`src/rtl/fir_out_decimator.sv`:
```
// Decimating output stage after FIR_top: keeps every OSR-th valid float sample,
// drops the first SKIP kept samples, converts to saturated fixed point and queues it.
module fir_out_decimator #(
    parameter int EXP_W  = 8,
    parameter int MANT_W = 23,
    parameter int OUT_W  = 16,
    parameter int FRAC_W = 12,
    parameter int OSR    = 1,
    parameter int SKIP   = 0,
    parameter int DEPTH  = 8
) (
    input  logic                      clk,
    input  logic                      rst,
    input  logic [EXP_W+MANT_W:0]     in,
    input  logic                      in_valid,
    output logic [OUT_W-1:0]          out_data,
    output logic                      out_valid,
    input  logic                      out_ready,
    output logic [$clog2(DEPTH):0]    level,
    output logic                      overflow
);
    localparam int AW   = $clog2(DEPTH);
    localparam int LW   = AW + 1;
    localparam int DW   = (OSR > 1) ? $clog2(OSR) : 1;
    localparam int SW   = (SKIP > 0) ? $clog2(SKIP + 1) : 1;
    localparam int BIAS = (1 << (EXP_W - 1)) - 1;
    localparam logic [OUT_W-1:0] MAXV = {1'b0, {(OUT_W-1){1'b1}}};

    logic [DW-1:0] dcnt;
    logic [SW-1:0] scnt;
    logic          keep, pass;

    assign keep = in_valid && (dcnt == '0);
    assign pass = keep && (scnt == SW'(SKIP));

    always_ff @(posedge clk) begin
        if (!rst) begin
            dcnt <= '0;
            scnt <= '0;
        end else begin
            if (in_valid)
                dcnt <= (dcnt == DW'(OSR - 1)) ? '0 : dcnt + 1'b1;
            if (keep && !pass)
                scnt <= scnt + 1'b1;
        end
    end

    // stage 1: raw float register
    logic [EXP_W+MANT_W:0] raw;
    logic                  s1_v;

    always_ff @(posedge clk) begin
        if (!rst) s1_v <= 1'b0;
        else      s1_v <= pass;
    end

    always_ff @(posedge clk) begin
        if (pass) raw <= in;
    end

    // stage 2: float -> saturated fixed point
    logic               r_s;
    logic [EXP_W-1:0]   r_e;
    logic [MANT_W-1:0]  r_m;
    logic [OUT_W-1:0]   sh_mag, mag, conv;
    int                 p;

    assign {r_s, r_e, r_m} = raw;

    // p is the output bit position of the hidden 1; p >= OUT_W-1 cannot fit
    always_comb begin
        p      = int'(r_e) - BIAS + FRAC_W;
        sh_mag = OUT_W'({1'b1, r_m, {OUT_W{1'b0}}} >> (MANT_W + OUT_W - p));
        mag    = '0;
        if (r_e == '0 || p < 0)
            mag = '0;
        else if (r_e == '1 || p >= OUT_W - 1)
            mag = MAXV;
        else
            mag = sh_mag;
        conv = r_s ? -mag : mag;
    end

    // output FIFO
    logic [AW:0]      wr_ptr, rd_ptr;
    logic [OUT_W-1:0] mem [DEPTH];
    logic             pop, full, wr;

    assign level     = wr_ptr - rd_ptr;
    assign out_valid = (level != '0);
    assign out_data  = mem[rd_ptr[AW-1:0]];
    assign pop       = out_valid && out_ready;
    assign full      = (level == LW'(DEPTH));
    assign wr        = s1_v && (!full || pop);

    always_ff @(posedge clk) begin
        if (!rst) begin
            wr_ptr   <= '0;
            rd_ptr   <= '0;
            overflow <= 1'b0;
        end else begin
            if (wr)  wr_ptr <= wr_ptr + 1'b1;
            if (pop) rd_ptr <= rd_ptr + 1'b1;
            if (s1_v && full && !pop) overflow <= 1'b1;
        end
    end

    // only entry 0 is cleared so out_data reads 0 straight after reset
    always_ff @(posedge clk) begin
        if (!rst)    mem[0] <= '0;
        else if (wr) mem[wr_ptr[AW-1:0]] <= conv;
    end
endmodule

```
`config.mk`:
```
export PLATFORM = sky130hd
export DESIGN_NAME = fir_out_decimator
export DESIGN_NICKNAME = d
export VERILOG_FILES = /design/src/rtl/fir_out_decimator.sv
export SDC_FILE = /design/constraint.sdc
export NUM_CORES = 1
export LEC_CHECK = 0
export BUFFER_PORTS_ARGS = -buffer_cell sky130_fd_sc_hd__buf_2
export CAP_MARGIN = 10
export CELL_PAD_IN_SITES_DETAIL_PLACEMENT = 2
export CELL_PAD_IN_SITES_GLOBAL_PLACEMENT = 2
export CORE_UTILIZATION = 44
export DETAILED_ROUTE_END_ITERATION = 12
export HOLD_SLACK_MARGIN = 0.03
export PLACE_DENSITY_LB_ADDON = 0.1
export SYNTH_ARGS = -nofsm -noshare
export SYNTH_HDL_FRONTEND = slang
export SYNTH_SLANG_ARGS = --single-unit
```
`constraint.sdc`:
```
create_clock -name clk -period 5.8 [get_ports clk]
set_clock_uncertainty 0.15 [all_clocks]
set_input_delay 0.29 -clock clk [delete_from_list [all_inputs] [get_ports clk]]
set_output_delay 0.29 -clock clk [all_outputs]
set_load 0.05 [all_outputs]
```
==> impl_metrics.json, run 1 <==
{
  "place_congestion": 0.876,
  "startpoint_type": "flip-flop",
  "final_max_slew_viol_count": 0,
  "vdd_drop_max_mv": 0.196,
  "hold_class": "input pin to flip-flop",
  "seq_power_share": 0.352,
  "n_antenna_cell": 0,
  "p_switching_mw": 1.68,
  "seqCellArea_um2": 5090,
  "p_comb_frac": 0.379,
  "crit_type": "flip-flop to flip-flop",
  "synth_warnings": 0,
  "p_int_mw": 2.60,
  "numClockSinks": 174,
  "cpPeakStageDelay_ps": 530,
  "finalSetupViolations": 0,
  "clk_transition_reported_paths_ps": 80,
  "rows": 53,
  "dieArea_um2": 22400,
  "finalHoldViolCount": 0,
  "multi_input_area_um2": 4280,
  "fillCellCount": 1985,
  "post-dp-hpwl_um": 19200,
  "pin_count": 58,
  "reg2regPathDepth": 17,
  "grt_overflow": 0,
  "crit_path_start": "raw[24]",
  "crit_path_end": "mem[6][15]",
  "worstPathArrival_ps": 5530,
  "core_area_um2": 21200,
  "vias_per_cell": 6.03,
  "antenna_found_initial": 0,
  "synth_area_per_cell_um2": 13.3,
  "synthDistinctLibCells": 85,
  "synth.top_cells.by_count": "edfxtp_1 (160), nand2_1 (52), mux2i_1 (51), mux4_2 (46), nor2_1 (46)",
  "swShare": 0.392,
  "start_util": 0.453,
  "cp.required_ps": 5810,
  "reg2reg_to": "mem[6][15]",
  "vias": 6575,
  "cts_tree": "yes",
  "first_pass_iters": 5,
  "cts-root-buf": "clkbuf_16",
  "max_freq_mhz": 181,
  "track_usage": 0.266,
  "regToRegSetupSlack_ps": 280,
  "synth.area.top_cells": "edfxtp_1 (50%), mux4_2 (11%), mux2i_1 (5.3%)",
  "period_share": 0.951,
  "rsz0062_at_grt": "false",
  "clk_latency_ps": 440,
  "leakage_nw": 3.96,
  "clkPwrFrac": 0.269,
  "routed_wl_um": 28100,
  "drc": 0,
  "fin_crit_ps": 5520,
  "ant_nets": 0,
  "grt_max_degree": 45,
  "critPathMaxFanout": 16,
  "die_w_um": 150,
  "synth_edf_count": 160,
  "synth_flop_cell": "edfxtp_1",
  "crit_chain": "ha_2, xor2_4, inv_1, ha_1, nor2_1, nand4_1, o311ai_4, xor2_2, a32oi_1, o311a_2, buf_4, o31a_1, a211oi_1, nand2b_1, or2_1, o41ai_2, mux2i_2",
  "clock_path_buffers": 2,
  "tightestPinTransition_ps": 1130,
  "status": "finished, final reports clean",
  "synth_top_area_share": 0.501,
  "drv_cap": 0,
  "synth-async-reset-ratio": 0,
  "numCtsBuffers": 17,
  "layout-drive-gt1-share": 0.270,
  "maxSlewHeadroom": 0.246,
  "end_kind": "flip-flop",
  "grt_pass1_wl_um": 43700,
  "port_buffers": 57,
  "finalNetCount": 850,
  "ys_seq_area_frac": 0.531,
  "finalSetupTns_ps": 0,
  "syn_to_final_growth_pct": 16.3,
  "netlist.top_cell.by_area": "edfxtp_1",
  "grt_pass1_vias": 7275,
  "cellPowerDensity_nw_per_um2": 384,
  "syn_nets": 768,
  "cts_htree_levels": 4,
  "p_total_mw": 4.28,
  "synth.most_common_cell": "edfxtp_1",
  "critical_path.slowest_cell": "edfxtp_1",
  "die-height_um": 150,
  "drt_iter0_markers": 304,
  "ys_ff_latch": 174,
  "netlist_instances": 720,
  "netlist_area_um2": 9580,
  "wl_per_cell_um": 25.8,
  "reg2reg_from": "raw[24]"
}
[cells by family after synthesis]
| family | share of synthesized area |
|---|---|
| AND/OR/NAND/NOR | 0.109 |
| flip-flops | 0.531 |
| AO/OA/AOI/OAI | 0.0942 |
| multiplexers | 0.186 |
| buffers and inverters | 0.0339 |
| XOR/XNOR | 0.0291 |
| adder cells (fa/ha/maj) | 0.0165 |
[power by group through the flow]
| stage | registers [mW] | logic [mW] | clock network [mW] |
|---|---|---|---|
| after floorplan | 1.48 | 1.23 | 0 |
| after global placement | 1.53 | 1.52 | 0 |
| after detailed placement | 1.54 | 1.58 | 0 |
| after CTS | 1.51 | 1.62 | 1.17 |
| after global routing | 1.52 | 1.73 | 1.20 |
| final | 1.51 | 1.62 | 1.15 |
[worst min path at each step]
stage,slack [ps],depth (start not counted),endpoint,startpoint
detailed placement,300,2,scnt,scnt
global route,80,3,scnt,rst
finish,60,3,scnt,rst
floorplan,210,1,scnt,in_valid
CTS,40,3,scnt,rst
global placement,280,2,scnt,scnt
[state kept, by name, indices dropped and copies added, names as in the netlist, named ones only]
register  flops
mem         128
raw          32
rd_ptr        4
wr_ptr        4
overflow      1
s1_v          1
scnt          1
[per-layer routing]
| layer | vias up | track usage | wire length, um |
|---|---|---|---|
| met3 | 69 | 0.0326 | 657 |
| li1 | 2969 | - | - |
| met4 | 0 | 0.117 | 1000 |
| met1 | 3369 | 0.316 | 11500 |
| met5 | - | 0 | 0 |
| met2 | 168 | 0.481 | 14900 |
[repair_timing]
item / 4_1_cts / 5_1_grt
hold endpoints to repair: 33 / 0
pin swaps: 0 / 0
gates resized for setup: 4 / 6
setup endpoints to repair: 29 / 104
buffers inserted: 0 / 1
hold buffers: 33 / 0
[critical path, delay by kind of cell, from the launching register on]
kind,cells,cell delay [ps]
adder cells (fa/ha/maj),2,690
buffers and inverters,2,340
XOR/XNOR,2,390
multiplexers,1,530
AND/OR/NAND/NOR,4,950
flip-flops,1,530
AO/OA/AOI/OAI,6,1630
[final cells by class]
| class | instances | area share |
|---|---|---|
| clock buffer | 18 | 0.0385 |
| clock inverter | 14 | 0.0146 |
| inverter | 21 | 0.00707 |
| multi-input combinational | 478 | 0.384 |
| sequential | 174 | 0.456 |
| tap | 275 | 0.0309 |
| timing repair buffer | 110 | 0.0687 |
[per-stage QoR]
stage          utilization  std cells  hold slack (ps)  worst slack, ps  instance area [um2]
2_1_floorplan            -        720              212              703                 9580
3_3_place_gp         0.481       1024              280              517                10200
3_5_place_dp         0.481       1024              297             57.3                10200
4_1_cts              0.525       1089             43.6              115                11100
5_1_grt              0.527       1090             84.5             13.1                11100
6_report             0.527       1090             56.8              282                11100
[cells in the final DEF (no fill, tap or decap), drive strengths merged, types with 7 or more instances in the layout]
cell type,synthesis,layout
nand3,19,19
a21oi,35,35
nor3,20,20
clkinv,1,7
nand2,52,52
a211oi,10,10
mux2,21,21
o21ai,13,13
nand4,7,7
xor2,11,11
and2,13,13
ha,11,11
nor2,48,48
nor4,7,7
dfxtp,14,14
xnor2,14,14
clkbuf,25,18
buf,22,77
inv,20,28
mux2i,51,51
nor2b,8,8
mux4,46,46
o31ai,8,8
o41ai,9,9
dlygate4sd3,0,33
edfxtp,160,160
(Power assumes the default switching activity.)
==> run 2, diff against run 1 <==
--- a/config.mk
+++ b/config.mk
@@ -9,6 +9,7 @@
 export CAP_MARGIN = 10
 export CELL_PAD_IN_SITES_DETAIL_PLACEMENT = 2
 export CELL_PAD_IN_SITES_GLOBAL_PLACEMENT = 2
+export CORE_MARGIN = 5
 export CORE_UTILIZATION = 44
 export DETAILED_ROUTE_END_ITERATION = 12
 export HOLD_SLACK_MARGIN = 0.03
==> run 2 against run 1 <==
Net effect: final area shrank 0.33%; hold slack lost 6.8 ps; combinational power is essentially flat; first-iteration DRC count grew 17%; count of clock-buffer cells in the layout shrank 1; critical path type unchanged; critical endpoint is now mem[2][15]; largest power group unchanged.
==> impl_metrics.json, run 2 (same netlist as run 1, synthesis figures left out) <==
{
  "core_area_um2": 21600,
  "max_freq_mhz": 185,
  "ant_nets": 0,
  "finalHoldViolCount": 0,
  "fin_crit_ps": 5410,
  "cts_setup_buffers": 0,
  "clk_latency_ps": 450,
  "die-height_um": 158,
  "end_kind": "flip-flop",
  "finalSetupTns_ps": 0,
  "vias": 6517,
  "final_core_util": 0.514,
  "crit_type": "flip-flop to flip-flop",
  "hold_class": "input pin to flip-flop",
  "numClockSinks": 174,
  "pin_count": 58,
  "grt_max_degree": 45,
  "p_comb_frac": 0.378,
  "cp_top_family": "compound AO/OA/AOI/OAI gates",
  "reg.largest.list": "mem (128), raw (32)",
  "cts_tree": "yes",
  "worstPathArrival_ps": 5450,
  "dieArea_um2": 24800,
  "cts-root-buf": "clkbuf_16",
  "swShare": 0.389,
  "p_switching_mw": 1.65,
  "p_int_mw": 2.59,
  "crit_chain": "ha_1, xor2_4, inv_1, ha_1, nand2b_1, mux2_1, or4b_4, o211a_4, nor2_2, o21ai_0, a21oi_2, o22ai_2, or2_1, o41ai_2, mux2i_2",
  "crit_top_cell": "ha_1",
  "cp.required_ps": 5840,
  "drt_iter0_markers": 355,
  "vdd_drop_max_mv": 0.159,
  "fin_hold_ws_ps": 50.1,
  "track_usage": 0.232,
  "maxSlewHeadroom": 0.289,
  "critical_path.slowest_cell": "or4b_4",
  "most-common-layout-cells": "edfxtp_1 (160), buf_2 (57), nand2_1 (52)",
  "rows": 54,
  "reg2reg_from": "raw[24]",
  "first_pass_iters": 7,
  "layout-drive-gt1-share": 0.261,
  "drv_cap": 0,
  "die_w_um": 158,
  "clkPwrFrac": 0.266,
  "cellPowerDensity_nw_per_um2": 381,
  "seq_power_share": 0.356,
  "antenna_found_initial": 2,
  "grt_pass1_wl_um": 43100,
  "instances_no_fill": 1096,
  "period_share": 0.932,
  "min-delay-start": "rst",
  "dp.cells": 1031,
  "n_antenna_cell": 0,
  "post-dp-hpwl_um": 19500,
  "wl_per_cell_um": 25.3,
  "finalNetCount": 851,
  "tightestPinTransition_ps": 1060,
  "status": "finished, final reports clean",
  "numCtsBuffers": 17,
  "finalSetupViolations": 0,
  "rsz0062_at_grt": "false",
  "clock_path_buffers": 2,
  "start_util": 0.443,
  "top_register": "mem",
  "largest_register_ffs": 128,
  "clk_transition_reported_paths_ps": 80,
  "cpPeakStageDelay_ps": 530,
  "layout_commonest_cell": "edfxtp_1",
  "vias_per_cell": 5.95,
  "port_buffers": 57,
  "syn_to_final_growth_pct": 15.9,
  "leakage_nw": 3.97,
  "place_congestion": 0.834,
  "grt_pass1_vias": 7075,
  "cts_htree_levels": 4,
  "crit_path_start": "raw[24]",
  "routed_wl_um": 27800,
  "final_max_slew_viol_count": 0,
  "drc": 0,
  "grt_overflow": 0,
  "crit_buf_inv": 1,
  "critPathMaxFanout": 9,
  "startpoint_type": "flip-flop"
}
[run 2: stage by stage]
step	total power [mW]	area [um2]	setup WS (ps)
finish	4.24	11100	394
global route	4.44	11100	14.8
CTS	4.27	11100	254
detailed placement	3.12	10200	317
global placement	3.05	10200	699
floorplan	2.72	9580	703
[run 2: final timing paths]
check | to | slack, ps | depth (start not counted)
hold / removal | scnt | 50 | 3
setup reg to reg | mem[2][15] | 390 | 15
setup / recovery | mem[2][15] | 390 | 15
hold reg to reg | scnt | 320 | 2
[run 2: worst register-to-register path, cell delays in order, from the launching register on]
cell and delay [ps]:
edfxtp_1 520, ha_1 320, xor2_4 170, inv_1 190, ha_1 340, nand2b_1 90, mux2_1 300, or4b_4 530
o211a_4 310, nor2_2 280, o21ai_0 170, a21oi_2 220, o22ai_2 180, or2_1 340, o41ai_2 530, mux2i_2 510
[run 2: timing repair]
item                                    in CTS  in global routing
hold buffers                                33                  0
gates resized for setup                      0                  1
endpoints found under the setup margin       0                  8
hold endpoints to repair                    33                  0
[run 2: cell type report]
cell class,count,area [um2]
Fill cell,2047,10500
Clock buffer,17,425
Timing Repair Buffer,111,773
Sequential cell,174,5090
Inverter,21,78.8
Tap cell,280,350
Clock inverter,15,149
Multi-Input combinational cell,478,4250
[run 2: routing by layer]
metal  up-vias  global-route usage  share of wire
li1       2964                   -              -
met1      3360               0.287           0.41
met2       150               0.414           0.53
met3        43              0.0405          0.037
met4         0              0.0733          0.025
met5         -                   0              0
[run 2: power groups by stage]
stage	clock [mW]	combinational, mW	sequential, mW
after floorplan	0	1.23	1.48
after global placement	0	1.52	1.53
after detailed placement	0	1.58	1.54
after CTS	1.15	1.61	1.51
after global routing	1.21	1.71	1.52
final	1.13	1.60	1.51
